$ cat config.mk
export PLATFORM = sky130hd
export DESIGN_NAME = coprocessor0
export DESIGN_NICKNAME = d
export VERILOG_FILES = /design/src/rtl/coprocessor0_pkg.sv /design/src/rtl/coprocessor0_timer.sv /design/src/rtl/coprocessor0.sv
export SDC_FILE = /design/constraint.sdc
export NUM_CORES = 1
export LEC_CHECK = 0
export ABC_AREA = 1
export CORE_MARGIN = 1.5
export CORE_UTILIZATION = 51
export CTS_BUF_LIST = sky130_fd_sc_hd__clkbuf_2 sky130_fd_sc_hd__clkbuf_4 sky130_fd_sc_hd__clkbuf_8
export CTS_CLUSTER_SIZE = 20
export DETAILED_ROUTE_END_ITERATION = 8
export PLACE_DENSITY = 0.83
export SLEW_MARGIN = 20
export SYNTH_ARGS = -nofsm -noshare
export SYNTH_HDL_FRONTEND = slang
export SYNTH_SLANG_ARGS = --single-unit
export TNS_END_PERCENT = 30
$ cat constraint.sdc
create_clock -name clk -period 2.4 [get_ports clk]
set_input_delay 0.72 -clock clk [delete_from_list [all_inputs] [get_ports clk]]
set_output_delay 0.72 -clock clk [all_outputs]
set_load 0.02 [all_outputs]
$ cat src/rtl/coprocessor0_pkg.sv
// ---------------------------------------------------------------------------
// coprocessor0_pkg
//   Shared constants for the CP0 system-control block: register numbers,
//   Status/Cause bit positions and ranges, exception codes used for
//   BadVAddr capture, and the Status write mask.
// ---------------------------------------------------------------------------
package coprocessor0_pkg;

    // Value of wb_wb_cp0 that commits an mtc0 write.
    localparam logic REG_WB = 1'b1;

    // CP0 register numbers (5-bit register bus).
    localparam logic [4:0] CP0_REG_BADVADDR = 5'd8;
    localparam logic [4:0] CP0_REG_COUNT    = 5'd9;
    localparam logic [4:0] CP0_REG_COMPARE  = 5'd11;
    localparam logic [4:0] CP0_REG_STATUS   = 5'd12;
    localparam logic [4:0] CP0_REG_CAUSE    = 5'd13;
    localparam logic [4:0] CP0_REG_EPC      = 5'd14;

    // Status fields.
    localparam int STATUS_IE     = 0;
    localparam int STATUS_EXL    = 1;
    localparam int STATUS_IM_LO  = 8;
    localparam int STATUS_IM_HI  = 15;

    // Cause fields.
    localparam int CAUSE_BD         = 31;
    localparam int CAUSE_IP_HW_HI   = 15;
    localparam int CAUSE_IP_HW_LO   = 10;
    localparam int CAUSE_IP_SW_HI   = 9;
    localparam int CAUSE_IP_SW_LO   = 8;
    localparam int CAUSE_EXCCODE_HI = 6;
    localparam int CAUSE_EXCCODE_LO = 2;
    localparam int CAUSE_WP_HI      = 23;
    localparam int CAUSE_WP_LO      = 22;

    // Exception codes that carry a faulting address.
    localparam logic [4:0] EXC_ADEL = 5'd4;
    localparam logic [4:0] EXC_ADES = 5'd5;

    // Status bits an mtc0 may set: [28], IM[15:8], EXL, IE.
    localparam logic [31:0] STATUS_WMASK = 32'h1000_FF03;

endpackage

$ cat src/rtl/coprocessor0_timer.sv
// ---------------------------------------------------------------------------
// coprocessor0_timer
//   Count/Compare timer. Count advances every clock (COUNT_HALF=0) or every
//   second clock (COUNT_HALF=1) and wraps. timer_int is a sticky flag set one
//   cycle after Count==Compare and cleared only by a Compare write.
// Ports
//   clk, rst_n       clock, asynchronous active-low reset
//   count_we         load write_data into Count, restart the divider
//   compare_we       load write_data into Compare, clear timer_int
//   write_data       mtc0 data
//   count, compare   current register values
//   timer_int        sticky match flag
// ---------------------------------------------------------------------------
module coprocessor0_timer #(
    parameter int DATA_WIDTH = 32,
    parameter int COUNT_HALF = 1
) (
    input  logic                  clk,
    input  logic                  rst_n,
    input  logic                  count_we,
    input  logic                  compare_we,
    input  logic [DATA_WIDTH-1:0] write_data,
    output logic [DATA_WIDTH-1:0] count,
    output logic [DATA_WIDTH-1:0] compare,
    output logic                  timer_int
);

    logic toggle;

    // NOTE: every register here uses non-blocking assignment so all of them
    // see the pre-edge values of each other (the match uses old Count/Compare).
    always_ff @(posedge clk or negedge rst_n) begin
        if (!rst_n) begin
            count     <= '0;
            compare   <= '0;
            toggle    <= 1'b0;
            timer_int <= 1'b0;
        end else begin
            // A Count load overrides this cycle's increment and restarts the divider.
            if (count_we) begin
                count  <= write_data;
                toggle <= 1'b0;
            end else begin
                if (COUNT_HALF == 0 || toggle)
                    count <= count + 1'b1;
                toggle <= (COUNT_HALF != 0) ? ~toggle : 1'b0;
            end

            if (compare_we)
                compare <= write_data;

            // Compare write wins over a simultaneous match.
            if (compare_we)
                timer_int <= 1'b0;
            else if (count == compare)
                timer_int <= 1'b1;
        end
    end

endmodule

$ cat src/rtl/coprocessor0.sv
// ---------------------------------------------------------------------------
// coprocessor0
//   CP0 system-control register file: Status, Cause, EPC, BadVAddr plus the
//   Count/Compare timer. Commits WB-stage mtc0 writes, exception entry and
//   eret exit, samples hardware interrupts and raises interrupt_request.
// Ports
//   clk, rst_n                          clock, asynchronous active-low reset
//   wb_wb_cp0, wb_cp0_write_addr,
//   wb_cp0_write                        mtc0 commit, register number, data
//   cp0_read_addr, cp0_read_data        combinational mfc0 read (unmapped -> 0)
//   exception_valid, exc_code, exc_pc,
//   exc_in_delay_slot, exc_badvaddr     exception commit
//   eret                                exception return commit
//   int_i                               hardware interrupt levels
//   cp0_status, cp0_cause, cp0_epc      register outputs
//   timer_int                           sticky Count==Compare flag
//   interrupt_request                   enabled, pending, not in exception level
// ---------------------------------------------------------------------------
module coprocessor0
    import coprocessor0_pkg::*;
#(
    parameter int DATA_WIDTH = 32,
    parameter int COUNT_HALF = 1
) (
    input  logic                  clk,
    input  logic                  rst_n,
    input  logic                  wb_wb_cp0,
    input  logic [4:0]            wb_cp0_write_addr,
    input  logic [DATA_WIDTH-1:0] wb_cp0_write,
    input  logic [4:0]            cp0_read_addr,
    output logic [DATA_WIDTH-1:0] cp0_read_data,
    input  logic                  exception_valid,
    input  logic [4:0]            exc_code,
    input  logic [DATA_WIDTH-1:0] exc_pc,
    input  logic                  exc_in_delay_slot,
    input  logic [DATA_WIDTH-1:0] exc_badvaddr,
    input  logic                  eret,
    input  logic [5:0]            int_i,
    output logic [DATA_WIDTH-1:0] cp0_status,
    output logic [DATA_WIDTH-1:0] cp0_cause,
    output logic [DATA_WIDTH-1:0] cp0_epc,
    output logic                  timer_int,
    output logic                  interrupt_request
);

    logic [DATA_WIDTH-1:0] status, cause, epc, badvaddr;
    logic [DATA_WIDTH-1:0] status_n, cause_n, epc_n, badvaddr_n;
    logic [DATA_WIDTH-1:0] count, compare;
    logic                  mtc0;
    logic                  exl;

    assign mtc0 = (wb_wb_cp0 == REG_WB);
    assign exl  = status[STATUS_EXL];

    // Count/Compare writes are independent of exception/eret priority.
    coprocessor0_timer #(
        .DATA_WIDTH (DATA_WIDTH),
        .COUNT_HALF (COUNT_HALF)
    ) u_timer (
        .clk        (clk),
        .rst_n      (rst_n),
        .count_we   (mtc0 && wb_cp0_write_addr == CP0_REG_COUNT),
        .compare_we (mtc0 && wb_cp0_write_addr == CP0_REG_COMPARE),
        .write_data (wb_cp0_write),
        .count      (count),
        .compare    (compare),
        .timer_int  (timer_int)
    );

    // Priority exception > eret > mtc0, applied per field: the lower-priority
    // source only loses the fields the higher-priority one owns.
    always_comb begin
        // NOTE: every next-state variable starts from the held value so no
        // path leaves it unassigned and no latch is inferred.
        status_n   = status;
        cause_n    = cause;
        epc_n      = epc;
        badvaddr_n = badvaddr;

        if (mtc0 && wb_cp0_write_addr == CP0_REG_STATUS)
            status_n = wb_cp0_write & STATUS_WMASK;
        if (mtc0 && wb_cp0_write_addr == CP0_REG_CAUSE) begin
            cause_n[CAUSE_IP_SW_HI:CAUSE_IP_SW_LO] = wb_cp0_write[CAUSE_IP_SW_HI:CAUSE_IP_SW_LO];
            cause_n[CAUSE_WP_HI:CAUSE_WP_LO]       = wb_cp0_write[CAUSE_WP_HI:CAUSE_WP_LO];
        end

        // Hardware pending bits; IP7 shares its line with the timer.
        cause_n[CAUSE_IP_HW_HI:CAUSE_IP_HW_LO] = {int_i[5] | timer_int, int_i[4:0]};

        if (exception_valid) begin
            status_n[STATUS_EXL] = 1'b1;
            cause_n[CAUSE_EXCCODE_HI:CAUSE_EXCCODE_LO] = exc_code;
            // A nested exception keeps the original return point.
            if (!exl) begin
                epc_n = exc_in_delay_slot ? exc_pc - 32'd4 : exc_pc;
                cause_n[CAUSE_BD] = exc_in_delay_slot;
            end
            if (exc_code == EXC_ADEL || exc_code == EXC_ADES)
                badvaddr_n = exc_badvaddr;
        end else begin
            if (eret)
                status_n[STATUS_EXL] = 1'b0;
            if (mtc0 && wb_cp0_write_addr == CP0_REG_EPC)
                epc_n = wb_cp0_write;
        end
    end

    always_ff @(posedge clk or negedge rst_n) begin
        if (!rst_n) begin
            status   <= '0;
            cause    <= '0;
            epc      <= '0;
            badvaddr <= '0;
        end else begin
            status   <= status_n;
            cause    <= cause_n;
            epc      <= epc_n;
            badvaddr <= badvaddr_n;
        end
    end

    always_comb begin
        cp0_read_data = '0;
        case (cp0_read_addr)
            CP0_REG_BADVADDR: cp0_read_data = badvaddr;
            CP0_REG_COUNT:    cp0_read_data = count;
            CP0_REG_COMPARE:  cp0_read_data = compare;
            CP0_REG_STATUS:   cp0_read_data = status;
            CP0_REG_CAUSE:    cp0_read_data = cause;
            CP0_REG_EPC:      cp0_read_data = epc;
            default:          cp0_read_data = '0;
        endcase
    end

    assign cp0_status = status;
    assign cp0_cause  = cause;
    assign cp0_epc    = epc;

    assign interrupt_request = (|(status[STATUS_IM_HI:STATUS_IM_LO] & cause[15:8]))
                               & status[STATUS_IE] & ~status[STATUS_EXL];

endmodule
## After elaboration in Yosys (flattened, before gate mapping)

Index checks and enable logic that the tools add are counted.

- Register bits: 157
- Input port bits: 123
- Output and inout port bits: 130
- Word-level logic and storage cells: 62

- Add/sub/neg operators: 2
- Equal/unequal tests: 15
- Multiplexer cells: 13
- Bitwise operators: 6
- Reduce and logical (&&, ||, !) cells: 14

Operators with widths:

| operator | number |
|---|---|
| $mux W32 | 6 |
| $pmux W32 S6 | 1 |
| $eq A5 B4 Y1 const B | 11 |
| $add A32 B1 Y32 const B | 1 |
| $eq A32 B32 Y1 | 1 |
| $sub A32 B3 Y32 const B | 1 |
| $eq A5 B3 Y1 const B | 2 |
| $and A8 B8 Y8 | 1 |
| $reduce_or A8 Y1 | 1 |
| $reduce_and A2 Y1 | 3 |
| $reduce_bool A2 Y1 | 3 |
| $logic_and A1 B1 Y1 | 5 |
| $mux W1 | 5 |
| $reduce_bool A3 Y1 | 1 |
| $and A1 B1 Y1 | 2 |
| $mux W2 | 1 |
| $ne A2 B2 Y1 const B | 1 |
| $not A1 Y1 | 2 |
| $logic_or A1 B1 Y1 | 1 |
| $or A1 B1 Y1 | 1 |

## Longest topological paths before layout

- Depth in word-level cells: 5
- Gate-level depth with buffers: 14
- Gate-level depth less buffers: 14

## Cells and area by module

A second synthesis with hierarchy kept.

- Cells, all modules: 1271
- Area, all modules: 9884.5 um2

By module, submodules not included:

| module | times used | cells each | area each (um2) | sequential area each (um2) |
|---|---|---|---|---|
| coprocessor0 | 1 | 788 | 6010.8 | 2277.2 |
| coprocessor0_timer | 1 | 483 | 3873.7 | 1651.6 |

## Least setup slack after synthesis

OpenSTA, ideal clock, no wires.

- Kind: input-to-output
- Start: input port cp0_read_addr[3]
- End: output port cp0_read_data[1]
- Arrival time: 1741 ps
- Required time: 1680 ps
- Path slack: -61 ps
- Stages on the path: 7
- Buffers on the path: 1
- Path through: inv_1 nor2_1 nand3_1 nor2_1 buf_2 inv_1 o221ai_1

- Longest elaborated chain between the ends: 2
- Elaborated cells between the ends (all ways): 7
- Classes of those cells: eq/ne: 6; mux: 1

Ends and longest elaborated chain:

| what | line | text |
|---|---|---|
| start, declared | coprocessor0.sv:30 | `input logic [4:0] cp0_read_addr,` |
| $eq A5 B4 Y1 | coprocessor0.sv:124 | `case (cp0_read_addr)` |
| $pmux W32 S6 * | coprocessor0.sv:124 |  |
| end, declared | coprocessor0.sv:31 | `output logic [DATA_WIDTH-1:0] cp0_read_data,` |

Every way passes the cells marked *; elsewhere a longest branch is shown, timed or not.

## Worst setup path in the final report

- Start: input port cp0_read_addr[1]
- End: output port cp0_read_data[15]

The elaborated chain is that of the path after synthesis.

==> metrics <==
status finished, violations left; failing checks negative setup slack; fillers ~1,500; CP Max Fanout 4; dpl hpwl 28,430 um; row count 50; IO Count 253; Cell variety after synth 50; Peak VDD IR 0.4064 mV; post-route setup slack -263.7 ps; Sequential Area around 0.0039 mm2; DIE WIDTH 142.1 um; max_cap viols 0; share of layout cells above drive strength 1 19.81%; gpl congestion 0.9790; Final Hold Fails 0; placed inst area approximately 0.013 mm2; DR iter-0 viols ~1,100; total gr overflow 0; vias in the first global route 10,400; Setup crit start cp0_read_addr[1]; crit start category input port; nets 1,722; Tcrit/Tclk final 111.0%; EDFF count, synth 0; ANT nets after route 0; routed len/inst 20.04 um; Via Count roughly 11,000; area taken by multi-input logic gates approximately 0.0052 mm2; root buffer cell clkbuf_8; PwrDens approximately 700 mW/mm2; H-tree depth 4; DR vias/cell 5.615; synthesized area per cell 7.580 um2; reg2reg setup slack 440 ps; Core Area 0.01883 mm2; pin count of the biggest net entering global routing 47; clk sinks 157; Cells after Synth 1,301; RSZ-0062 raised after global routing yes; IO buf count around 220; Initial Util approximately 52%; Worst EP required 1680 ps; ys flop type dfrtp_1; Final setup viols 32; cts hold-fix bufs 0; First-pass DRT Iterations 5; Seq cells post-synth 157; fraction of registers with async set/reset 100.0%; final count of pins violating max slew 0; area grow syn2layout 38.62%; crit path DAT 1940 ps; crit path time final 2664 ps; CTS tree built; clock slew at reported path FFs about 90 ps; maximum buffer depth of the clock tree 2; clk_skew 17.63 ps; Die Height 142.1 um; Leak 0.006352 uW; Fmax achieved about 380 MHz; crit path kind input port to primary output; post-route cell area 0.01367 mm2; Core Util, Final 72.60%; warnings from Yosys 0; DRT Wirelength 37,490 um; cts bufs inserted 17; CP endpoint kind primary output; worst skew pair latency 490 ps; DRC 0; sequential area share after synthesis 39.84%; first-pass GRT wire length 57,590 um; Die Footprint 0.02018 mm2; Tot GR Track Use 37.81%; Mapped Area 0.009862 mm2; reg2reg start u_timer.count[0]$_DFFE_PN0N_; antenna violations before repair 1; worst min path class input port to asynchronous set/reset pin
==> critical path: stages <==
cell and delay, ps:
buf_8 80, inv_4 40, nand3b_1 100, inv_2 80, nand2_4 100, buf_6 120, clkinvlp_4 120, a221oi_2 280
nand3_1 140, buf_6 160
==> logic make-up after synthesis <==
logic type / synth area share (%)
DFF: 39.84
xor gates and xnor gates: 3.819
AOI/OAI and AO/OA: 14.62
muxes: 3.654
other: 0.03802
adders and majority gates: 0.2537
and+or+nand+nor: 26.71
buffers and inverters: 11.08
==> final timing paths <==
kind / end / cells past startpoint
setup / recovery: cp0_read_data[15] / 10
hold / removal: badvaddr[8]$_DFFE_PN0P_ / 1
setup reg to reg: u_timer.count[24]$_DFFE_PN0N_ / 9
hold reg to reg: badvaddr[13]$_DFFE_PN0P_ / 1
max in group asynchronous: u_timer.compare[17]$_DFFE_PN0P_ / 2
min in group clk: badvaddr[13]$_DFFE_PN0P_ / 1
==> layout by cell type (no fill, tap or decap), types with 27 or more instances in the layout <==
master           netlist  routed
buf_4                 41     114
o21ai_0               86      83
mux2_2                32      32
conb_1                 1      37
dfrtp_1              157     157
a21oi_1               51      48
o211ai_1              27      27
clkdlybuf4s50_1        0     174
nor2_1                95      92
inv_1                145     137
nand3_1               73      68
nand2_1              337     335
==> layer usage <==
| metal | vias to the layer above | global-route usage [%] | share of wire [%] |
|---|---|---|---|
| met5 | - | 0 | 0 |
| li1 | 4797 | - | - |
| met2 | 684 | 59.72 | 46 |
| met4 | 0 | 14.98 | 3.1 |
| met3 | 98 | 8.681 | 10 |
| met1 | 4927 | 50.48 | 40 |
==> synthesized netlist by cell type, drive strengths merged (14+ instances only) <==
| library cell | number | share of area, % |
|---|---|---|
| o21ai | 90 | 4.6 |
| xor2 | 22 | 2.0 |
| dfrtp | 157 | 40 |
| nor2 | 111 | 5.1 |
| o211ai | 27 | 2.1 |
| nand2 | 349 | 14 |
| nand4 | 15 | 0.95 |
| nor3 | 16 | 1.1 |
| xnor2 | 21 | 1.9 |
| buf | 63 | 4.3 |
| a21oi | 51 | 2.6 |
| mux2 | 32 | 3.7 |
| a22oi | 25 | 1.9 |
| o221ai | 14 | 1.2 |
| nand3 | 80 | 4.5 |
| inv | 153 | 5.8 |
| clkbuf | 23 | 0.89 |
==> power breakdown <==
part	switching, uW	internal, uW
logic	2050	1550
clock network	1140	957
registers	661	3260
total	3860	5770
==> timing repair <==
| item | in CTS | in global routing |
|---|---|---|
| resized for setup | 251 | 38 |
| setup buffers | 7 | 2 |
| gates cloned | 4 | 0 |
| endpoints found under the setup margin | 33 | 35 |
| pin swaps | 17 | 21 |
==> sequential cells by signal, summed over array words and instances, names as in the netlist <==
register and flops:
badvaddr 32, cp0_epc 32, u_timer.compare 32, u_timer.count 32, cp0_cause 16, cp0_status 11, u_timer.timer_int 1, u_timer.toggle 1
==> area by class of cell <==
| type | count | area share (%) |
|---|---|---|
| clock inverters | 15 | 1.263 |
| flip-flops and latches | 157 | 28.74 |
| multi-input cells | 939 | 38.16 |
| clock buffers | 17 | 1.712 |
| repair buffers | 327 | 23.36 |
| diodes | 1 | 0.01830 |
| well taps | 260 | 2.380 |
| inverters | 155 | 4.375 |
==> through the flow <==
step	cells	power (uW)	TNS (ps)	worst slack [ps]	hold slack [ps]
after floorplan	1337	5725	-372.0	-61.46	424.4
after global placement	1828	7281	-33180	-1068	488.3
after detailed placement	1828	7360	-35430	-1162	496.0
after CTS	1871	9483	-6023	-219.8	135.6
after global routing	1871	10090	-8496	-305.1	140.2
final	1871	9625	-6851	-263.7	115.4
(Power assumes the default switching activity.)
